`config.mk`:
```
export PLATFORM = sky130hd
export DESIGN_NAME = csi_packet_sequencer
export DESIGN_NICKNAME = d
export VERILOG_FILES = /design/src/rtl/csi_pkg.sv /design/src/rtl/csi_hdr_ecc.sv /design/src/rtl/csi_packet_sequencer.sv
export SDC_FILE = /design/constraint.sdc
export NUM_CORES = 1
export LEC_CHECK = 0
export CAP_MARGIN = 20
export CELL_PAD_IN_SITES_DETAIL_PLACEMENT = 0
export CELL_PAD_IN_SITES_GLOBAL_PLACEMENT = 1
export CORE_UTILIZATION = 40
export CTS_BUF_LIST = sky130_fd_sc_hd__clkbuf_2
export DETAILED_ROUTE_END_ITERATION = 10
export PLACE_DENSITY_LB_ADDON = 0.1
export SLEW_MARGIN = 40
export SYNTH_ARGS = -nofsm -noshare
export SYNTH_HDL_FRONTEND = slang
export SYNTH_SLANG_ARGS = --single-unit
```
`constraint.sdc`:
```
create_clock -name clk -period 5.5 [get_ports clk]
set_clock_uncertainty 0.2 [all_clocks]
set_input_delay 1.1 -clock clk [delete_from_list [all_inputs] [get_ports clk]]
set_output_delay 1.1 -clock clk [all_outputs]
set_load 0.03 [all_outputs]
```
`src/rtl/csi_pkg.sv`:
```
// Shared CSI-2 definitions: data types, sequencer state encoding, header byte
// positions and the Hamming ECC parity masks.
package csi_pkg;

   localparam logic [5:0] DT_FS       = 6'h00;
   localparam logic [5:0] DT_FE       = 6'h01;
   localparam logic [5:0] DT_LS       = 6'h02;
   localparam logic [5:0] DT_LE       = 6'h03;
   localparam logic [5:0] DT_RAW10    = 6'h2B;
   localparam logic [5:0] DT_LONG_MIN = 6'h10;

   typedef enum logic [2:0] {
      ST_IDLE,
      ST_HDR,
      ST_PAYLOAD,
      ST_SKIP,
      ST_FOOTER
   } state_t;

   localparam logic [1:0] HDR_DI  = 2'd0;
   localparam logic [1:0] HDR_WCL = 2'd1;
   localparam logic [1:0] HDR_WCH = 2'd2;
   localparam logic [1:0] HDR_ECC = 2'd3;

   // Each parity bit covers the header bits set in its mask, data = {WC_H, WC_L, DI}.
   localparam logic [23:0] ECC_MASK [0:5] = '{
      24'hF12CB7, 24'hF2555B, 24'h749A6D,
      24'hB8E38E, 24'hDF03F0, 24'hEFFC00
   };

   function automatic logic wc_is_mod5(input logic [15:0] wc);
      return (wc % 16'd5) == 16'd0;
   endfunction

endpackage

```
`src/rtl/csi_hdr_ecc.sv`:
```
// Combinational 6-bit CSI-2 packet header ECC generator over {WC_H, WC_L, DI}.
module csi_hdr_ecc
   import csi_pkg::*;
(
   input  logic [23:0] data,
   output logic [5:0]  ecc
);

   genvar gi;
   generate
      for (gi = 0; gi < 6; gi++) begin : g_parity
         assign ecc[gi] = ^(data & ECC_MASK[gi]);
      end
   endgenerate

endmodule

```
`src/rtl/csi_packet_sequencer.sv`:
```
// CSI-2 packet sequencer: header parsing, frame/line tracking, RAW10 payload gating.
// Define CSI_ECC_CHECK_EN to drop packets whose header ECC does not match.
module csi_packet_sequencer #(
   parameter int          CNT_W        = 16,
   parameter logic [5:0]  DT_RAW10     = 6'h2B,
   parameter int          FOOTER_BYTES = 2
) (
   input  logic             clk,
   input  logic             rst_n,
   input  logic             enable_i,
   input  logic [1:0]       vc_sel_i,
   input  logic             sot_i,
   input  logic             eot_i,
   input  logic [7:0]       byte_i,
   input  logic             byte_valid_i,
   input  logic             clr_err_i,
   output logic [7:0]       pay_data_o,
   output logic             pay_valid_o,
   output logic             pay_first_o,
   output logic             pay_last_o,
   output logic             fs_pulse_o,
   output logic             fe_pulse_o,
   output logic             frame_active_o,
   output logic             line_active_o,
   output logic [CNT_W-1:0] line_count_o,
   output logic [CNT_W-1:0] frame_count_o,
   output logic             err_trunc_o,
   output logic             err_wc_o,
   output logic             err_ecc_o
);
   import csi_pkg::*;

   state_t      state_reg, state_next, norm_next;
   logic [1:0]  hdr_idx_reg;
   logic [7:0]  di_reg, wcl_reg, wch_reg;
   logic [15:0] wc_reg, cnt_reg;

   logic [15:0] wc_hdr;
   logic [5:0]  dt_hdr;
   logic        is_short, raw_hit, ecc_ok, cnt_last, foot_last;
   logic        hdr_done, trunc_set, short_act, fs_hit, fe_hit, fwd, fwd_last;
   logic        wc_set, ecc_set;

   assign wc_hdr    = {wch_reg, wcl_reg};
   assign dt_hdr    = di_reg[5:0];
   assign is_short  = dt_hdr < DT_LONG_MIN;
   assign raw_hit   = (dt_hdr == DT_RAW10) && (di_reg[7:6] == vc_sel_i) && ecc_ok;
   assign cnt_last  = cnt_reg == (wc_reg - 16'd1);
   assign foot_last = cnt_reg == 16'(FOOTER_BYTES - 1);

`ifdef CSI_ECC_CHECK_EN
   logic [5:0] ecc_calc;

   csi_hdr_ecc u_hdr_ecc (
      .data ({wch_reg, wcl_reg, di_reg}),
      .ecc  (ecc_calc)
   );

   assign ecc_ok = ecc_calc == byte_i[5:0];
`else
   assign ecc_ok = 1'b1;
`endif

   always_ff @(posedge clk or negedge rst_n) begin
      if (!rst_n) state_reg <= ST_IDLE;
      else        state_reg <= state_next;
   end

   always_comb begin
      norm_next = state_reg;
      case (state_reg)
         ST_IDLE:    if (sot_i && enable_i) norm_next = ST_HDR;
         ST_HDR: begin
            if (byte_valid_i && hdr_idx_reg == HDR_ECC) begin
               if (is_short)              norm_next = ST_IDLE;
               else if (wc_hdr == 16'd0)  norm_next = ST_FOOTER;
               else if (raw_hit)          norm_next = ST_PAYLOAD;
               else                       norm_next = ST_SKIP;
            end
         end
         ST_PAYLOAD,
         ST_SKIP:    if (byte_valid_i && cnt_last)  norm_next = ST_FOOTER;
         ST_FOOTER:  if (byte_valid_i && foot_last) norm_next = ST_IDLE;
         default:    norm_next = ST_IDLE;
      endcase
      // A new SoT restarts header capture; EoT only ends a packet legally on its final byte.
      state_next = norm_next;
      if (state_reg != ST_IDLE) begin
         if (sot_i)                                 state_next = ST_HDR;
         else if (eot_i && norm_next != ST_IDLE)    state_next = ST_IDLE;
      end
   end

   always_comb begin
      trunc_set = (state_reg != ST_IDLE) && (sot_i || (eot_i && norm_next != ST_IDLE));
      hdr_done  = (state_reg == ST_HDR) && byte_valid_i && (hdr_idx_reg == HDR_ECC) && !sot_i;
      short_act = hdr_done && is_short && ecc_ok && (di_reg[7:6] == vc_sel_i) && !trunc_set;
      fs_hit    = short_act && (dt_hdr == DT_FS);
      fe_hit    = short_act && (dt_hdr == DT_FE) && frame_active_o;
      wc_set    = hdr_done && (dt_hdr == DT_RAW10) && !wc_is_mod5(wc_hdr);
      ecc_set   = hdr_done && !ecc_ok;
      fwd       = (state_reg == ST_PAYLOAD) && byte_valid_i && !sot_i;
      fwd_last  = fwd && cnt_last && !trunc_set;
   end

   always_ff @(posedge clk or negedge rst_n) begin
      if (!rst_n) begin
         hdr_idx_reg <= '0;
         di_reg      <= '0;
         wcl_reg     <= '0;
         wch_reg     <= '0;
         wc_reg      <= '0;
         cnt_reg     <= '0;
      end else begin
         if (state_reg != ST_HDR || sot_i) hdr_idx_reg <= '0;
         else if (byte_valid_i)            hdr_idx_reg <= hdr_idx_reg + 2'd1;
         if (state_reg == ST_HDR && byte_valid_i && !sot_i) begin
            case (hdr_idx_reg)
               HDR_DI:  di_reg  <= byte_i;
               HDR_WCL: wcl_reg <= byte_i;
               HDR_WCH: wch_reg <= byte_i;
               default: ;
            endcase
         end
         if (hdr_done) wc_reg <= wc_hdr;
         if (state_next != state_reg)
            cnt_reg <= '0;
         else if (byte_valid_i && (state_reg == ST_PAYLOAD || state_reg == ST_SKIP ||
                                   state_reg == ST_FOOTER))
            cnt_reg <= cnt_reg + 16'd1;
      end
   end

   always_ff @(posedge clk or negedge rst_n) begin
      if (!rst_n) begin
         pay_data_o     <= '0;
         pay_valid_o    <= 1'b0;
         pay_first_o    <= 1'b0;
         pay_last_o     <= 1'b0;
         fs_pulse_o     <= 1'b0;
         fe_pulse_o     <= 1'b0;
         frame_active_o <= 1'b0;
         line_active_o  <= 1'b0;
         line_count_o   <= '0;
         frame_count_o  <= '0;
         err_trunc_o    <= 1'b0;
         err_wc_o       <= 1'b0;
         err_ecc_o      <= 1'b0;
      end else begin
         if (fwd) pay_data_o <= byte_i;
         pay_valid_o <= fwd;
         pay_first_o <= fwd && (cnt_reg == 16'd0);
         pay_last_o  <= fwd_last;
         fs_pulse_o  <= fs_hit;
         fe_pulse_o  <= fe_hit;
         if (fs_hit)      frame_active_o <= 1'b1;
         else if (fe_hit) frame_active_o <= 1'b0;
         // Stays high across byte_valid gaps until the cycle after the last byte.
         if (fwd)                          line_active_o <= 1'b1;
         else if (state_reg != ST_PAYLOAD) line_active_o <= 1'b0;
         if (fs_hit)        line_count_o <= '0;
         else if (fwd_last) line_count_o <= line_count_o + 1'b1;
         if (fe_hit) frame_count_o <= frame_count_o + 1'b1;
         err_trunc_o <= trunc_set || (err_trunc_o && !clr_err_i);
         err_wc_o    <= wc_set    || (err_wc_o    && !clr_err_i);
         err_ecc_o   <= ecc_set   || (err_ecc_o   && !clr_err_i);
      end
   end

endmodule

```
==> results of run 1 <==
worst max-delay path, delay by kind of cell, from the launching register on:
kind,cells,cell delay [ns]
and+or+nand+nor,7,2.04
adders and majority gates,2,0.36
AOI/OAI and AO/OA,9,1.95
DFF,1,0.51
buffers and inverters,2,0.22
power by group through the flow:
stage	combinational, mW	clock, mW	sequential (mW)
2_1_floorplan	2.33	0	0.993
3_3_place_gp	3.28	0	1.09
3_5_place_dp	3.27	0	1.09
4_1_cts	3.30	0.480	1.08
5_1_grt	4.38	0.513	1.10
6_report	4.05	0.467	1.08
routing by layer:
metal  up-vias  track usage (%)
li1       3065                -
met1      3095             31.0
met5         -                0
met3        21             4.03
met2       152             33.4
met4         0             4.62
layout make-up:
class	instances	area [sq um]
Timing Repair Buffer	134	1190
Inverter	32	120
Clock buffer	10	50.0
Clock inverter	6	108
Multi-Input combinational cell	606	4390
Fill cell	1651	8490
Tap cell	225	282
Sequential cell	111	2780
Yosys cell counts, types with 5 or more instances:
cell        n  area [sq um]
nor2_1     83           312
nand2_1    77           289
ha_1       13           163
xor2_1     34           298
dfrtp_1   111          2780
o21ai_0    39           195
a211oi_1   15           113
or3_1       7          43.8
clkbuf_1   28           105
nand2b_1    5          31.3
a31oi_1    10          62.6
nor3_1     24           120
a21oi_1    21           105
and3_1     16           100
xnor2_1    42           368
o211ai_1    5          37.5
o22ai_1     5          31.3
mux2_2     35           394
nor4_1     12          75.1
a211o_1     5          43.8
nand4_1    17           106
inv_1      32           120
nor3b_1     7          52.6
nand3_1    30           150
through the flow:
stage	total power, mW	setup TNS (ns)	utilization, %	instances	hold WS [ns]
after floorplan	3.32	0	-	787	0.272
after global placement	4.37	0	47.3	1080	0.258
after detailed placement	4.36	-0.0829	47.3	1080	0.268
after CTS	4.86	0	48.3	1096	0.261
after global routing	5.99	-0.0447	51.2	1124	0.242
final	5.59	0	51.2	1124	0.253
repair_timing:
item                                    4_1_cts  5_1_grt
endpoints found under the setup margin        1        1
gates cloned                                  0        0
hold buffers                                  0        0
resized for setup                             3       65
buffers inserted                              0       28
hold endpoints to repair                      0        0
pin swaps                                     0       31
path summary, 6_finish.rpt:
check,to,slack (ns),cells after the start,start
worst max-delay path,err_wc_o$_DFF_PN0_,0.15,20,wch_reg[7]$_DFFE_PN0P_
worst min-delay path,wc_reg[1]$_DFFE_PN0P_,0.25,1,rst_n
worst max register to register,err_wc_o$_DFF_PN0_,0.15,20,wch_reg[7]$_DFFE_PN0P_
worst min register to register,frame_count_o[15]$_DFFE_PN0P_,0.30,1,frame_count_o[15]$_DFFE_PN0P_
max in group asynchronous,wch_reg[6]$_DFFE_PN0P_,3.85,2,rst_n
min in group clk,frame_count_o[15]$_DFFE_PN0P_,0.30,1,frame_count_o[15]$_DFFE_PN0P_
cell families (layout without fill, tap and decap cells):
kind of cell	Yosys count	count (layout)	synth area share [%]
compound gates	164	164	16.9
simple gates	315	315	22.7
xor+xnor	76	76	9.29
mux	38	38	5.94
buf+inv	70	182	4.10
fa+ha+maj	13	13	2.27
flops	111	111	38.8
==> results.sh, run 1 <==
export IMPL_status="completed"
export IMPL_grt_antenna_before_repair=0
export IMPL_num_vias=6333
export IMPL_critPathSlowestCell="dfrtp_2"
export IMPL_die_h_um=136
export IMPL_syn_nets=817
export IMPL_yosysSeqAreaShare_pct=38.8
export IMPL_synthArstFlopShare_pct=100
export IMPL_ys_warn_count=0
export IMPL_layout_setup_ws_ns=0.148
export IMPL_totalWireLength_um=19800
export IMPL_vias_per_cell=5.63
export IMPL_grt_util_all_layers_pct=21.5
export IMPL_finalMaxSlewViolations=0
export IMPL_worstMarginPinSlew_ns=0.694
export IMPL_wl_met2_um=9220
export IMPL_dpl_hpwl_um=14400
export IMPL_hold_class="primary input to async pin"
export IMPL_cp_arrival_ns=5.66
export IMPL_critPathLaunchType="register"
export IMPL_clk_latency_ns=0.62
export IMPL_core_sq_um=17400
export IMPL_p_int_mw=3.00
export IMPL_final_area_sq_um=8920
export IMPL_gr_total_overflow=0
export IMPL_maxSlewHeadroom_pct=53.8
export IMPL_area_growth_pct=24.6
export IMPL_peakVddDrop_mv=0.648
export IMPL_crit_type="register to register"
export IMPL_num_rows=48
export IMPL_p_sw_mw=2.60
export IMPL_cts_buffer_depth=2
export IMPL_clkPwrFrac_pct=8.4
export IMPL_io_buffers=66
export IMPL_n_antenna_cell=0
export IMPL_netlist_area_sq_um=7160
export IMPL_max_freq_mhz=187
export IMPL_period_needed_ns=5.35
export IMPL_gp_congestion=0.821
export IMPL_die_w_um=136
export IMPL_fin_nets=924
export IMPL_sequentialPowerShare_pct=19.3
export IMPL_cts_num_sinks=111
export IMPL_met1_length_um=9500
export IMPL_synthCells=787
export IMPL_avgRoutedWirePerCell_um=17.6
export IMPL_grt_max_degree=74
export IMPL_final_common_cell="dfrtp_1"
export IMPL_firstDrtPassIters=5
export IMPL_max_stage_delay_ns=0.51
export IMPL_ant_nets=0
export IMPL_cts_tree="done"
export IMPL_grt_pass1_wl_um=31000
export IMPL_synth_top_flop_cell="dfrtp_1"
export IMPL_p_sw_share_pct=46.5
export IMPL_grt_pass1_vias=5971
export IMPL_cts_htree_levels=3
export IMPL_topRoutingLayerUsed="met4"
export IMPL_max_cap_violations=0
export IMPL_finalSetupViolCount=0
export IMPL_postPlaceCellArea_sq_um=8240
export IMPL_synth_cell_types=89
export IMPL_cts_root_buf="clkbuf_2"
export IMPL_cts_clk_slew_worst_paths_ns=0.31
export IMPL_start_util_pct=41.1
export IMPL_cp_max_fo=7
export IMPL_wl_met3_um=882
export IMPL_powerDensity_nw_per_um2=627
export IMPL_avgSynthCellArea_sq_um=9.10
export IMPL_fin_crit_sh_pct=97.3
export IMPL_dieArea_sq_um=18400
export IMPL_drive_above_1_share_pct=20.6
export IMPL_cp_required_ns=5.81
export IMPL_drc=0
export IMPL_numCtsBuffers=9
export IMPL_synth_edf_count=0
export IMPL_cp_cell_sequence="or3b_4, o2111a_1, or2_4, or3_4, a21oi_4, nor4_4, buf_4, or3_1, o211a_1, o221a_1, a2111oi_2, o2111a_2, ha_4, inv_1, a21o_1, and4_1, or2_4, ha_4, o41ai_2, o21ai_1"
export IMPL_end_kind="register"
export IMPL_synth_seq_cells=111
export IMPL_dp_slack_ns=-0.0829
export IMPL_combPwrFrac_pct=72.3
export IMPL_final_cell_mix="dfrtp_1, nor2_1, nand2_1, clkdlybuf4s50_1, buf_4"
export IMPL_drt_iter0_markers=454
export IMPL_design_portCount=67
export IMPL_p_leak_nw=3.77
export IMPL_final_hold_violation_count=0
No activity file was read; power rests on OpenSTA's default activity.
==> run 2: changes to the inputs <==
- CORE_ASPECT_RATIO: default -> 2
- PLACE_DENSITY: default -> 0.85
- PLACE_DENSITY_LB_ADDON: 0.1 -> default
==> run 2 against run 1 <==
Compared with the run above:
- critical endpoint unchanged
- setup slack improved by 0.044 ns
- clock power shrank 13%
- global-route usage down 1.0 points
- combinational power increased by 1%
- utilization fell by 0.60 points
- critical path type unchanged
- worst hold slack worse by 0.067 ns
- critical path depth decreased by 1
- sequential power is essentially flat
- cell count down 1.8%
- total power down 0.14%
- sequential cell count unchanged
- maximum frequency is 0.83% higher
==> results.sh, run 2 (synthesis results as in run 1) <==
export IMPL_drive_above_1_share_pct=19.8
export IMPL_io_buffers=66
export IMPL_cts_htree_levels=3
export IMPL_cts_buffer_depth=2
export IMPL_critPathLaunchType="register"
export IMPL_combPwrFrac_pct=73.3
export IMPL_worstMarginPinSlew_ns=0.681
export IMPL_crit_cells=19
export IMPL_p_sw_mw=2.66
export IMPL_clkPwrFrac_pct=7.2
export IMPL_dp_slack_ns=0.00404
export IMPL_path_buf_inv=2
export IMPL_grt_antenna_before_repair=1
export IMPL_worst_hold_slack_ns=0.186
export IMPL_final_hold_violation_count=0
export IMPL_avgRoutedWirePerCell_um=17.3
export IMPL_numCtsBuffers=9
export IMPL_cts_root_buf="clkbuf_2"
export IMPL_critPathTopFamily="compound AO/OA/AOI/OAI gates"
export IMPL_cts_tree="done"
export IMPL_firstDrtPassIters=4
export IMPL_totalWireLength_um=19100
export IMPL_maxSlewHeadroom_pct=54.6
export IMPL_p_int_mw=2.93
export IMPL_vias_per_cell=5.75
export IMPL_finalMaxSlewViolations=0
export IMPL_cp_max_fo=8
export IMPL_hold_buffers=0
export IMPL_die_w_um=96.6
export IMPL_sequentialPowerShare_pct=19.5
export IMPL_finalPower_mw=5.59
export IMPL_cp_arrival_ns=5.69
export IMPL_dp_cells=1073
export IMPL_area_growth_pct=22.7
export IMPL_fin_nets=918
export IMPL_cp_required_ns=5.88
export IMPL_status="completed"
export IMPL_dieArea_sq_um=18500
export IMPL_end_kind="register"
export IMPL_period_needed_ns=5.31
export IMPL_grt_pass1_wl_um=30700
export IMPL_rrSetupSlack_ns=0.19
export IMPL_num_rows=68
export IMPL_cts_num_sinks=111
export IMPL_max_cap_violations=0
export IMPL_cp_cell_sequence="buf_4, nor4bb_1, a311oi_1, a32o_2, nand3_2, a211oi_2, or4_4, or3_4, a211o_1, buf_4, a41o_1, a2111oi_4, o22ai_2, a21o_1, and4_1, or2_4, ha_4, o41ai_4, o21ai_1"
export IMPL_stdcell_count=1104
export IMPL_max_stage_delay_ns=0.58
export IMPL_gp_congestion=0.920
export IMPL_grt_pass1_vias=6386
export IMPL_final_common_cell="dfrtp_1"
export IMPL_p_leak_nw=3.73
export IMPL_p_sw_share_pct=47.6
export IMPL_crit_type="register to register"
export IMPL_crit_top_cell="buf_4"
export IMPL_peakVddDrop_mv=0.872
export IMPL_gr_total_overflow=0
export IMPL_powerDensity_nw_per_um2=636
export IMPL_layout_setup_ws_ns=0.192
export IMPL_die_h_um=191
export IMPL_fin_crit_sh_pct=96.5
export IMPL_dpl_hpwl_um=14700
export IMPL_reg2reg_depth=19
export IMPL_critPathSlowestCell="or4_4"
export IMPL_drt_iter0_markers=182
export IMPL_core_sq_um=17400
export IMPL_finalSetupViolCount=0
export IMPL_final_cell_mix="dfrtp_1, nor2_1, nand2_1, clkdlybuf4s50_1, buf_4"
export IMPL_grt_max_degree=75
export IMPL_cts_clk_slew_worst_paths_ns=0.36
export IMPL_hold_class="primary input to async pin"
export IMPL_design_portCount=67
export IMPL_drc=0
export IMPL_ant_nets=0
export IMPL_start_util_pct=41.3
export IMPL_grt_util_all_layers_pct=20.5
export IMPL_num_vias=6348
export IMPL_max_freq_mhz=188
export IMPL_clk_latency_ns=0.63
## run 2: cell count changes in the layout (fill, tap and decap cells not counted), moves of 2 or more
cell	change
a21oi_2	+2
buf_6	-6
nor4bb_4	+2
o21ai_1	-2
bufinv_16	-2
buf_4	+2
o21ai_0	+2
nor2_1	+2
## run 2: per-stage QoR
step                utilization [%]  TNS, ns  cell area (sq um)
detailed placement             47.7        0               8280
CTS                            48.4        0               8410
finish                         50.6        0               8790
floorplan                         -        0               7160
global placement               47.7        0               8280
global route                   50.6  -0.0304               8790
## run 2: worst register-to-register path, stage by stage (launching register included)
cell	delay (ns)
dfrtp_2	0.53
buf_4	0.17
nor4bb_1	0.33
a311oi_1	0.11
a32o_2	0.29
nand3_2	0.11
a211oi_2	0.11
or4_4	0.58
or3_4	0.44
a211o_1	0.33
buf_4	0.17
a41o_1	0.21
a2111oi_4	0.37
o22ai_2	0.12
a21o_1	0.19
and4_1	0.21
or2_4	0.24
ha_4	0.22
o41ai_4	0.27
o21ai_1	0.08
## run 2: metal layers
metal  part of all wire (%)  wire length (um)  GRT usage, %  up-vias
met3                    2.3               442          1.97       74
met4                    5.2               997          12.5        0
met2                     56             10700          40.8      138
met1                     36              6930          19.9     3093
met5                      0                 0             0        -
li1                       -                 -             -     3043
## run 2: path summary, 6_finish.rpt
kind                                                    start                       endpoint
min in group clk                frame_count_o[15]$_DFFE_PN0P_  frame_count_o[15]$_DFFE_PN0P_
worst max register to register         wch_reg[6]$_DFFE_PN0P_             err_wc_o$_DFF_PN0_
worst min register to register  frame_count_o[15]$_DFFE_PN0P_  frame_count_o[15]$_DFFE_PN0P_
worst min-delay path                                    rst_n   line_count_o[15]$_DFFE_PN0P_
worst max-delay path                   wch_reg[6]$_DFFE_PN0P_             err_wc_o$_DFF_PN0_
max in group asynchronous                               rst_n        cnt_reg[12]$_DFFE_PN0P_
## run 2: cell type report
class	instances	area [sq um]
flip-flops and latches	111	2780
multi-input cells	606	4370
repair buffers	128	1130
fillers	1674	8570
clock buffers	10	50.0
diodes	1	2.50
well taps	210	263
clock inverters	6	75.1
inverters	32	120
## run 2: power groups by stage
stage	Combinational [mW]	Sequential, mW	Clock (mW)
after floorplan	2.33	0.993	0
after global placement	3.37	1.08	0
after detailed placement	3.40	1.09	0
after CTS	3.42	1.07	0.412
after global routing	4.41	1.11	0.442
final	4.09	1.09	0.405
## run 2: repair_timing
action                                  in CTS  in global routing
endpoints found under the setup margin       0                  1
buffers inserted                             0                 14
endpoints found under the hold margin        0                  0
resized for setup                            0                 50
